--- src/rtl/screen_pkg.sv ---
// Screen geometry and pixel/address types shared by the paint framebuffer
// read and write paths.
package screen_pkg;

    localparam int H_ACTIVE   = 640;
    localparam int V_ACTIVE   = 480;
    localparam int CELL_SHIFT = 4;
    localparam int COLS       = 40;
    localparam int ROWS       = 30;

    typedef logic [23:0] rgb_t;        // {R,G,B}
    typedef logic [10:0] cell_addr_t;  // cy*COLS + cx

endpackage

--- src/rtl/blink_timer.sv ---
// Counts start-of-frame pixels and toggles the cursor blink phase every
// BLINK_FRAMES frames.
module blink_timer #(
    parameter int BLINK_FRAMES = 32
) (
    input  logic        clk_i,
    input  logic        rst_i,
    input  logic        pixel_en_i,
    input  logic [10:0] x_i,
    input  logic [10:0] y_i,
    output logic        blink_on_o
);

    localparam logic [5:0] LAST_FRAME = 6'(BLINK_FRAMES - 1);

    logic [5:0] frame_cnt_q, frame_cnt_d;
    logic       blink_q, blink_d;
    logic       sof;

    // Every (0,0) strobe counts, even if repeated back to back.
    assign sof = pixel_en_i && (x_i == 11'd0) && (y_i == 11'd0);

    always_comb begin
        frame_cnt_d = frame_cnt_q;
        blink_d     = blink_q;
        if (sof) begin
            if (frame_cnt_q == LAST_FRAME) begin
                frame_cnt_d = 6'd0;
                blink_d     = ~blink_q;
            end else begin
                frame_cnt_d = frame_cnt_q + 6'd1;
            end
        end
    end

    always_ff @(posedge clk_i or posedge rst_i) begin
        if (rst_i) begin
            frame_cnt_q <= 6'd0;
            blink_q     <= 1'b0;
        end else begin
            frame_cnt_q <= frame_cnt_d;
            blink_q     <= blink_d;
        end
    end

    assign blink_on_o = blink_q;

endmodule

--- src/rtl/frame_reader.sv ---
// Framebuffer read pipeline: pixel coordinate -> cell read -> RGB, with a
// blinking inverted outline drawn around the cursor cell.
module frame_reader #(
    parameter int CELL_SHIFT   = screen_pkg::CELL_SHIFT,
    parameter int COLS         = screen_pkg::COLS,
    parameter int ROWS         = screen_pkg::ROWS,
    parameter int BLINK_FRAMES = 32
) (
    input  logic        CLOCK_50,
    input  logic        reset,
    input  logic        pixel_en,
    input  logic [10:0] x_coord,
    input  logic [10:0] y_coord,
    input  logic [10:0] cursor_x,
    input  logic [10:0] cursor_y,
    output logic        rd_en,
    output logic [10:0] rd_addr,
    input  logic [23:0] rd_data,
    output logic [7:0]  top_R,
    output logic [7:0]  top_G,
    output logic [7:0]  top_B,
    output logic        out_valid
);

    import screen_pkg::*;

    localparam logic [11:0] CELL_LAST = 12'((1 << CELL_SHIFT) - 1);

    logic       blink_on;
    logic [10:0] cx, cy;
    logic        visible;
    logic        in_square;
    logic        on_edge;
    logic        border;
    cell_addr_t  addr_calc;

    logic        s0_valid_q, s0_vis_q, s0_border_q;
    cell_addr_t  rd_addr_q;
    logic        s1_valid_q, s1_vis_q, s1_inv_q;
    rgb_t        rgb_q;
    logic        out_valid_q;

    blink_timer #(
        .BLINK_FRAMES(BLINK_FRAMES)
    ) u_blink (
        .clk_i      (CLOCK_50),
        .rst_i      (reset),
        .pixel_en_i (pixel_en),
        .x_i        (x_coord),
        .y_i        (y_coord),
        .blink_on_o (blink_on)
    );

    assign cx = x_coord >> CELL_SHIFT;
    assign cy = y_coord >> CELL_SHIFT;

    // The grid check only matters if the cell grid is configured smaller
    // than the screen; it keeps reads inside the buffer.
    assign visible = (x_coord < 11'(H_ACTIVE)) && (y_coord < 11'(V_ACTIVE)) &&
                     (cx < 11'(COLS)) && (cy < 11'(ROWS));

    assign addr_calc = cell_addr_t'(cy * 11'(COLS)) + cx;

    // 12-bit compares so a cursor near the right/bottom edge cannot wrap.
    assign in_square = ({1'b0, x_coord} >= {1'b0, cursor_x}) &&
                       ({1'b0, x_coord} <= ({1'b0, cursor_x} + CELL_LAST)) &&
                       ({1'b0, y_coord} >= {1'b0, cursor_y}) &&
                       ({1'b0, y_coord} <= ({1'b0, cursor_y} + CELL_LAST));

    assign on_edge = (x_coord[CELL_SHIFT-1:0] == '0) || (&x_coord[CELL_SHIFT-1:0]) ||
                     (y_coord[CELL_SHIFT-1:0] == '0) || (&y_coord[CELL_SHIFT-1:0]);

    assign border = in_square && on_edge;

    // Valids advance every cycle; data registers only load behind a valid.
    always_ff @(posedge CLOCK_50 or posedge reset) begin
        if (reset) begin
            s0_valid_q  <= 1'b0;
            s0_vis_q    <= 1'b0;
            s0_border_q <= 1'b0;
            rd_addr_q   <= '0;
            s1_valid_q  <= 1'b0;
            s1_vis_q    <= 1'b0;
            s1_inv_q    <= 1'b0;
            rgb_q       <= '0;
            out_valid_q <= 1'b0;
        end else begin
            s0_valid_q  <= pixel_en;
            s1_valid_q  <= s0_valid_q;
            out_valid_q <= s1_valid_q;

            if (pixel_en) begin
                s0_vis_q    <= visible;
                s0_border_q <= border;
                if (visible) begin
                    rd_addr_q <= addr_calc;
                end
            end

            // Blink is sampled here, one cycle after a start-of-frame update,
            // so the whole frame including its first pixel shares one phase.
            if (s0_valid_q) begin
                s1_vis_q <= s0_vis_q;
                s1_inv_q <= s0_border_q && blink_on;
            end

            if (s1_valid_q) begin
                if (!s1_vis_q) begin
                    rgb_q <= '0;
                end else if (s1_inv_q) begin
                    rgb_q <= ~rd_data;
                end else begin
                    rgb_q <= rd_data;
                end
            end
        end
    end

    assign rd_en     = s0_valid_q && s0_vis_q;
    assign rd_addr   = rd_addr_q;
    assign top_R     = rgb_q[23:16];
    assign top_G     = rgb_q[15:8];
    assign top_B     = rgb_q[7:0];
    assign out_valid = out_valid_q;

endmodule
--- config.mk ---
export PLATFORM = sky130hd
export DESIGN_NAME = frame_reader
export DESIGN_NICKNAME = d
export VERILOG_FILES = /design/src/rtl/screen_pkg.sv /design/src/rtl/blink_timer.sv /design/src/rtl/frame_reader.sv
export SDC_FILE = /design/constraint.sdc
export NUM_CORES = 1
export LEC_CHECK = 0
export ABC_AREA = 1
export ABC_CLOCK_PERIOD_IN_PS = 1630
export CAP_MARGIN = 30
export CORE_ASPECT_RATIO = 0.9
export CORE_MARGIN = 4
export CORE_UTILIZATION = 52
export CTS_BUF_LIST = sky130_fd_sc_hd__clkbuf_8
export CTS_CLUSTER_SIZE = 16
export DETAILED_ROUTE_END_ITERATION = 6
export HOLD_SLACK_MARGIN = 0.12
export PLACE_DENSITY = 0.83
export SYNTH_ARGS = -nofsm -noshare
export SYNTH_HDL_FRONTEND = slang
export SYNTH_HIERARCHICAL = 1
export SYNTH_SLANG_ARGS = --single-unit
--- constraint.sdc ---
create_clock -name CLOCK_50 -period 1.63 [get_ports CLOCK_50]
set_input_delay 0.163 -clock CLOCK_50 [delete_from_list [all_inputs] [get_ports CLOCK_50]]
set_output_delay 0.163 -clock CLOCK_50 [all_outputs]
set_load 0.01 [all_outputs]
# --- Word-level counts from Yosys, hierarchy flattened ---
# Cells that the tools add are included.
word_totals:
  out_inout_bits: 37
  reg_bits: 49
  wordCells: 52
classes:
  n_mux: 3
  n_eq_ne: 1
  multipliers: 1
  add_sub_neg: 4
  order_cmp: 8
  n_bitwise: 2
  n_reduce_logical: 22
op_table:
  columns: ["cell", "n"]
  rows:
  - ["two-way mux 24 bit", 2]
  - ["adder 11 x 4 -> 12 bit (second input constant)", 2]
  - ["<= comparator 11 x 12 -> 1 bit", 2]
  - ["NOT 24 bit", 1]
  - ["greater-or-equal comparator 11 bit", 2]
  - ["logical NOT 11 bit", 2]
  - ["adder 11 x 7 -> 11 bit", 1]
  - ["logical AND 1 bit", 11]
  - ["< comparator 11 x 10 -> 1 bit (second input constant)", 1]
  - ["< comparator 11 x 9 -> 1 bit (second input constant)", 1]
  - ["logical NOT 4 bit", 2]
  - ["multiplier 7 x 3 -> 8 bit (second input constant)", 1]
  - ["AND reduction 4 bit", 2]
  - ["< comparator 7 x 5 -> 1 bit (second input constant)", 1]
  - ["< comparator 7 x 6 -> 1 bit (second input constant)", 1]
  - ["adder 6 x 1 -> 6 bit (second input constant)", 1]
  - ["== test 6 x 5 -> 1 bit (second input constant)", 1]
  - ["two-way mux 6 bit", 1]
  - ["AND reduction 2 bit", 2]
  - ["logical OR 1 bit", 3]
  - ["NOT 1 bit", 1]

# --- Longest topological paths before layout ---
logic_depth:
  depth_word: 6
  ltp_mapped: 17
  ltp_nobuf: 17

# --- Modules after synthesis ---
# The synthesis kept the hierarchy.
by_module_without_submodules:
  columns: ["module", "cells_per_inst", "n_inst", "area_each_um2"]
  rows:
  - ["frame_reader", 552, 1, 3871.2]
  - ["blink_timer", 87, 1, 570.5]

# --- Least setup slack after synthesis ---
# OpenSTA, ideal clock, no wires.
synth_timing:
  kind: "input-to-reg"
  from: "in cursor_x[0]"
  to: "reg s0_border_q"
  slack_ps: -249
  t_required_ps: 1514
  stages: 16
  setup_time_ps: 116
  arrival_ps: 1762
  path_buffers: 0
  cell_sequence: "inv_1 -> ha_1 -> nand3_1 -> nand3_1 -> nor4_2 -> xor2_1 -> ha_1 -> nand3_1 -> nor2_1 -> nand2_1 -> nand3_1 -> nand3_1 -> nand2_1 -> nor2_1 -> nand2_1 -> nand2_1"
synth_between:
  elab_chain_len: 6
synth_lines:
  columns: ["element", "line_no", "text"]
  rows:
  - ["start, declared", "frame_reader.sv:14", "input logic [10:0] cursor_x,"]
  - ["adder 11 x 4 -> 12 bit", "frame_reader.sv:66", "({1'b0, x_coord} <= ({1'b0, cursor_x} + CELL_LAST)) &&"]
  - ["<= comparator 11 x 12 -> 1 bit", "frame_reader.sv:66", null]
  - ["logical AND 1 bit (*)", "frame_reader.sv:65", "assign in_square = ({1'b0, x_coord} >= {1'b0, cursor_x}) &&"]
  - ["logical AND 1 bit (*)", "frame_reader.sv:66", null]
  - ["logical AND 1 bit (*)", "frame_reader.sv:67", "({1'b0, y_coord} >= {1'b0, cursor_y}) &&"]
  - ["logical AND 1 bit (*)", "frame_reader.sv:73", "assign border = in_square && on_edge;"]
  - ["end signal, assigned", "frame_reader.sv:94", "s0_border_q <= border;"]
  - ["end, declared", "frame_reader.sv:37", "logic s0_valid_q, s0_vis_q, s0_border_q;"]
# Mark *: on every way between the ends. The rest lies on a longest branch, timed or not.
# A chain may end at the register's enable or synchronous reset.

# --- Final worst setup path ---
layout_timing:
  from: "in cursor_x[5]"
  to: "reg s0_border_q"
# The elaborated chain is that of the path after synthesis.

==> flow_summary.ini <==
[synth]
syn_nets = 772
syn_avg_cell_area_sq_um = 6.951
syn_area_sq_um = 4442
ys_top_cells_by_area = dfrtp_1 (28%), ha_1 (17%), nand2_1 (15%)
synth_area_leader_cell = dfrtp_1
yosys.area.top_type_share = 0.2761
syn-instance-count = 639
synth-seq-cells = 49
ys_seq_area_frac = 0.2761
ys_warn_count = 6
ys_types = 37

[floorplanning]
die_area_sq_um = 10090
start_util = 0.5427
core_area_sq_um = 8184
die_h_um = 95.68
rows = 31
dieWidth_um = 105.4
io_pins = 108

[clock_network]
clock-sinks = 49
clk_pin_slew_worst_paths_ns = 0.10
cts_root_buffer = clkbuf_8
cts-buffers-inserted = 5
clk_latency_ns = 0.31
htreeDepth = 2
cts_tree = yes
ctsLongestPathBuffers = 2

[global_route]
overflow = 0
antenna_found_initial = 1
grt_pass1_vias = 4822
grt_max_degree = 49
grt_pass1_wl_um = 21670
grt.total_usage = 0.2617

[sta]
skew_ns = 0.01545
tns_ns = -0.1871
slew_violations = 0
fin_crit_sh = 1.091
rsz0062_at_grt = yes
clock.fmax_mhz = 562.5
hold_viol = 0
final-setup-viol-count = 2
finalWorstSetupSlack_ns = -0.1478
period_minus_slack_ns = 1.778
slew_headroom = 0.7319
worstMarginPinSlew_ns = 0.3996

[critical_path]
critical_path.most_common_cell = nand2_1
criticalPathCategory = in2reg
max_stage_delay_ns = 0.28
crit_path_end_kind = flop
arrival_ns = 2.03
cpMaxStageDelayCell = ha_1
timing.rr.start = u_blink/frame_cnt_q[0]
startpoint = cursor_x[5]
reg2reg_depth = 6
r2r_end = u_blink/blink_on_o
cp_data_required_time_ns = 1.88
critPathLaunchType = input pin
ff2ff_setup_slack_ns = 0.20
crit_chain = clkdlybuf4s15_2 > nand2_1 > inv_1 > nand3_2 > nor2_2 > xor2_1 > ha_1 > a21o_1 > a21oi_1 > nand3_1 > nand3_1 > nand2_1 > nor2_2 > nand2_1 > nand2_1
crit_end = s0_border_q
path_max_fanout = 3

[detailed_routing]
detail-route-antenna-nets = 0
vias_per_cell = 5.195
remaining_drc_errors = 0
drt_iter0_markers = 245
vias = 4920
routed_wl_um = 14060
wire_per_inst_um = 14.85
firstDrtPassIters = 4

[run]
drv_cap = 0

[place]
place_inst = 925
port_buffers = 107
place_hpwl_um = 10060
gp_congestion = 0.9152

[power_and_ir_drop]
leakagePower_nw = 3.254
p_per_area_nw_per_um2 = 583.9
vdd.ir_drop.worst_mv = 0.4030

[cells_and_area]
finalNetCount = 963
drive_gt1_frac = 0.2226
fillers = 487
area_growth_pct = 51.72
multiInputGateArea_sq_um = 3110
seqCellArea_sq_um = 1226
instances_no_fill = 947

[min_path]
hold_path.class = in2reg
holdCritStartpoint = x_coord[8]

[run_status]
status = finished, violations left
violations = negative setup slack
## worst min path at each step
| stage | end | cells past startpoint |
|---|---|---|
| after floorplan | u_blink/blink_on_o | 1 |
| after global placement | s1_valid_q | 0 |
| after detailed placement | s1_valid_q | 0 |
| after CTS | rd_addr[3] | 4 |
| after global routing | rd_addr[4] | 4 |
| final | rd_addr[4] | 4 |
## power by group
group | internal [W] | switching [W]
registers | 0.00132 | 0.0000566
clock network | 0.000495 | 0.000402
logic | 0.000845 | 0.000815
total | 0.00266 | 0.00127
## cell families after synthesis
kind of cell               count (synthesis)  synth area share
and+or+nand+nor                          332            0.3245
buffers and inverters                    100           0.08591
xor gates and xnor gates                  27           0.05493
DFF                                       49            0.2761
AOI/OAI and AO/OA                         69           0.08056
adders and majority gates                 62            0.1780
## synth_stat cells
| master | number |
|---|---|
| nand2_1 | 174 |
| nor2_1 | 94 |
| inv_1 | 86 |
| ha_1 | 60 |
| dfrtp_1 | 49 |
| o21ai_0 | 31 |
| nand3_1 | 23 |
| xor2_1 | 22 |
| a21oi_1 | 21 |
| o21ai_1 | 12 |
| nand4_1 | 11 |
| clkbuf_1 | 6 |
| nor3_1 | 6 |
| inv_2 | 4 |
| xnor2_1 | 4 |
| nand2_2 | 3 |
| nand3_2 | 3 |
| nor2_2 | 3 |
| nor2_4 | 3 |
| a21o_1 | 2 |
| buf_2 | 2 |
| fa_1 | 2 |
| nand3b_1 | 2 |
| nor3_2 | 2 |
| o21a_1 | 2 |
| and3_1 | 1 |
| buf_1 | 1 |
| buf_4 | 1 |
| nand3_4 | 1 |
| nand4_2 | 1 |
| nor3_4 | 1 |
| nor3b_1 | 1 |
| nor4_2 | 1 |
| o21bai_1 | 1 |
| or2_0 | 1 |
| or2_1 | 1 |
| xor2_2 | 1 |
## per-layer routing
metal	routed length (um)	up-vias	track usage
met5	0	-	0
met4	280	0	0.06995
met3	1011	34	0.04198
met2	7057	218	0.4894
met1	5711	2258	0.3134
li1	-	2410	-
## critical path, delay by kind of cell
kind,cells,cell delay (ns)
buffers and inverters,2,0.33
AND/OR/NAND/NOR,9,0.74
adder cells (fa/ha/maj),1,0.28
AO/OA/AOI/OAI,2,0.32
XOR/XNOR,1,0.18
## placed cells by master, fill, tap and decap left out, drive strengths merged, types with 2 or more instances in the layout
cell and instances:
dlygate4sd2 9, nand2 177, fa 2, nor2 100
clkdlybuf4s50 79, clkbuf 8, a21o 2, a21oi 21
nor3 9, nand3b 2, xor2 23, xnor2 4
ha 60, o21ai 43, nand4 12, or2 2
nand3 27, inv 90, clkdlybuf4s15 5, buf 97
o21a 2, dfrtp 49
## stage by stage
| step | instance area [sq um] | setup slack [ns] | utilization | hold WS (ns) | total power, W |
|---|---|---|---|---|---|
| after floorplan | 4524 | -0.1978 | - | -0.03360 | 0.002084 |
| after global placement | 6289 | -0.9231 | 0.7684 | 0.4170 | 0.002829 |
| after detailed placement | 6289 | -1.014 | 0.7684 | 0.4224 | 0.002889 |
| after CTS | 6609 | -0.06120 | 0.8075 | 0.3859 | 0.003843 |
| after global routing | 6736 | -0.2817 | 0.8231 | 0.3701 | 0.004172 |
| final | 6739 | -0.1478 | 0.8234 | 0.3596 | 0.003935 |
## timing repair
item,CTS,global route
gates resized for setup,118,34
pin swaps,47,29
buffers inserted,10,2
hold buffers,1,0
hold endpoints to repair,2,0
setup endpoints to repair,6,5
## flip-flops by register name (all words and copies together) (netlist names)
| register | flops |
|---|---|
| rgb_q | 24 |
| rd_addr | 11 |
| u_blink/frame_cnt_q | 6 |
| out_valid | 1 |
| s0_border_q | 1 |
| s0_valid_q | 1 |
| s0_vis_q | 1 |
| s1_inv_q | 1 |
| s1_valid_q | 1 |
| s1_vis_q | 1 |
| u_blink/blink_on_o | 1 |
## final cells by class
class	count	area share
sequential	49	0.1820
tap	115	0.02135
clock buffer	6	0.01225
multi-input combinational	490	0.4616
antenna	1	0.0003713
timing repair buffer	194	0.2636
inverter	90	0.05384
clock inverter	2	0.005013
Power figures use the tool's default switching activity.
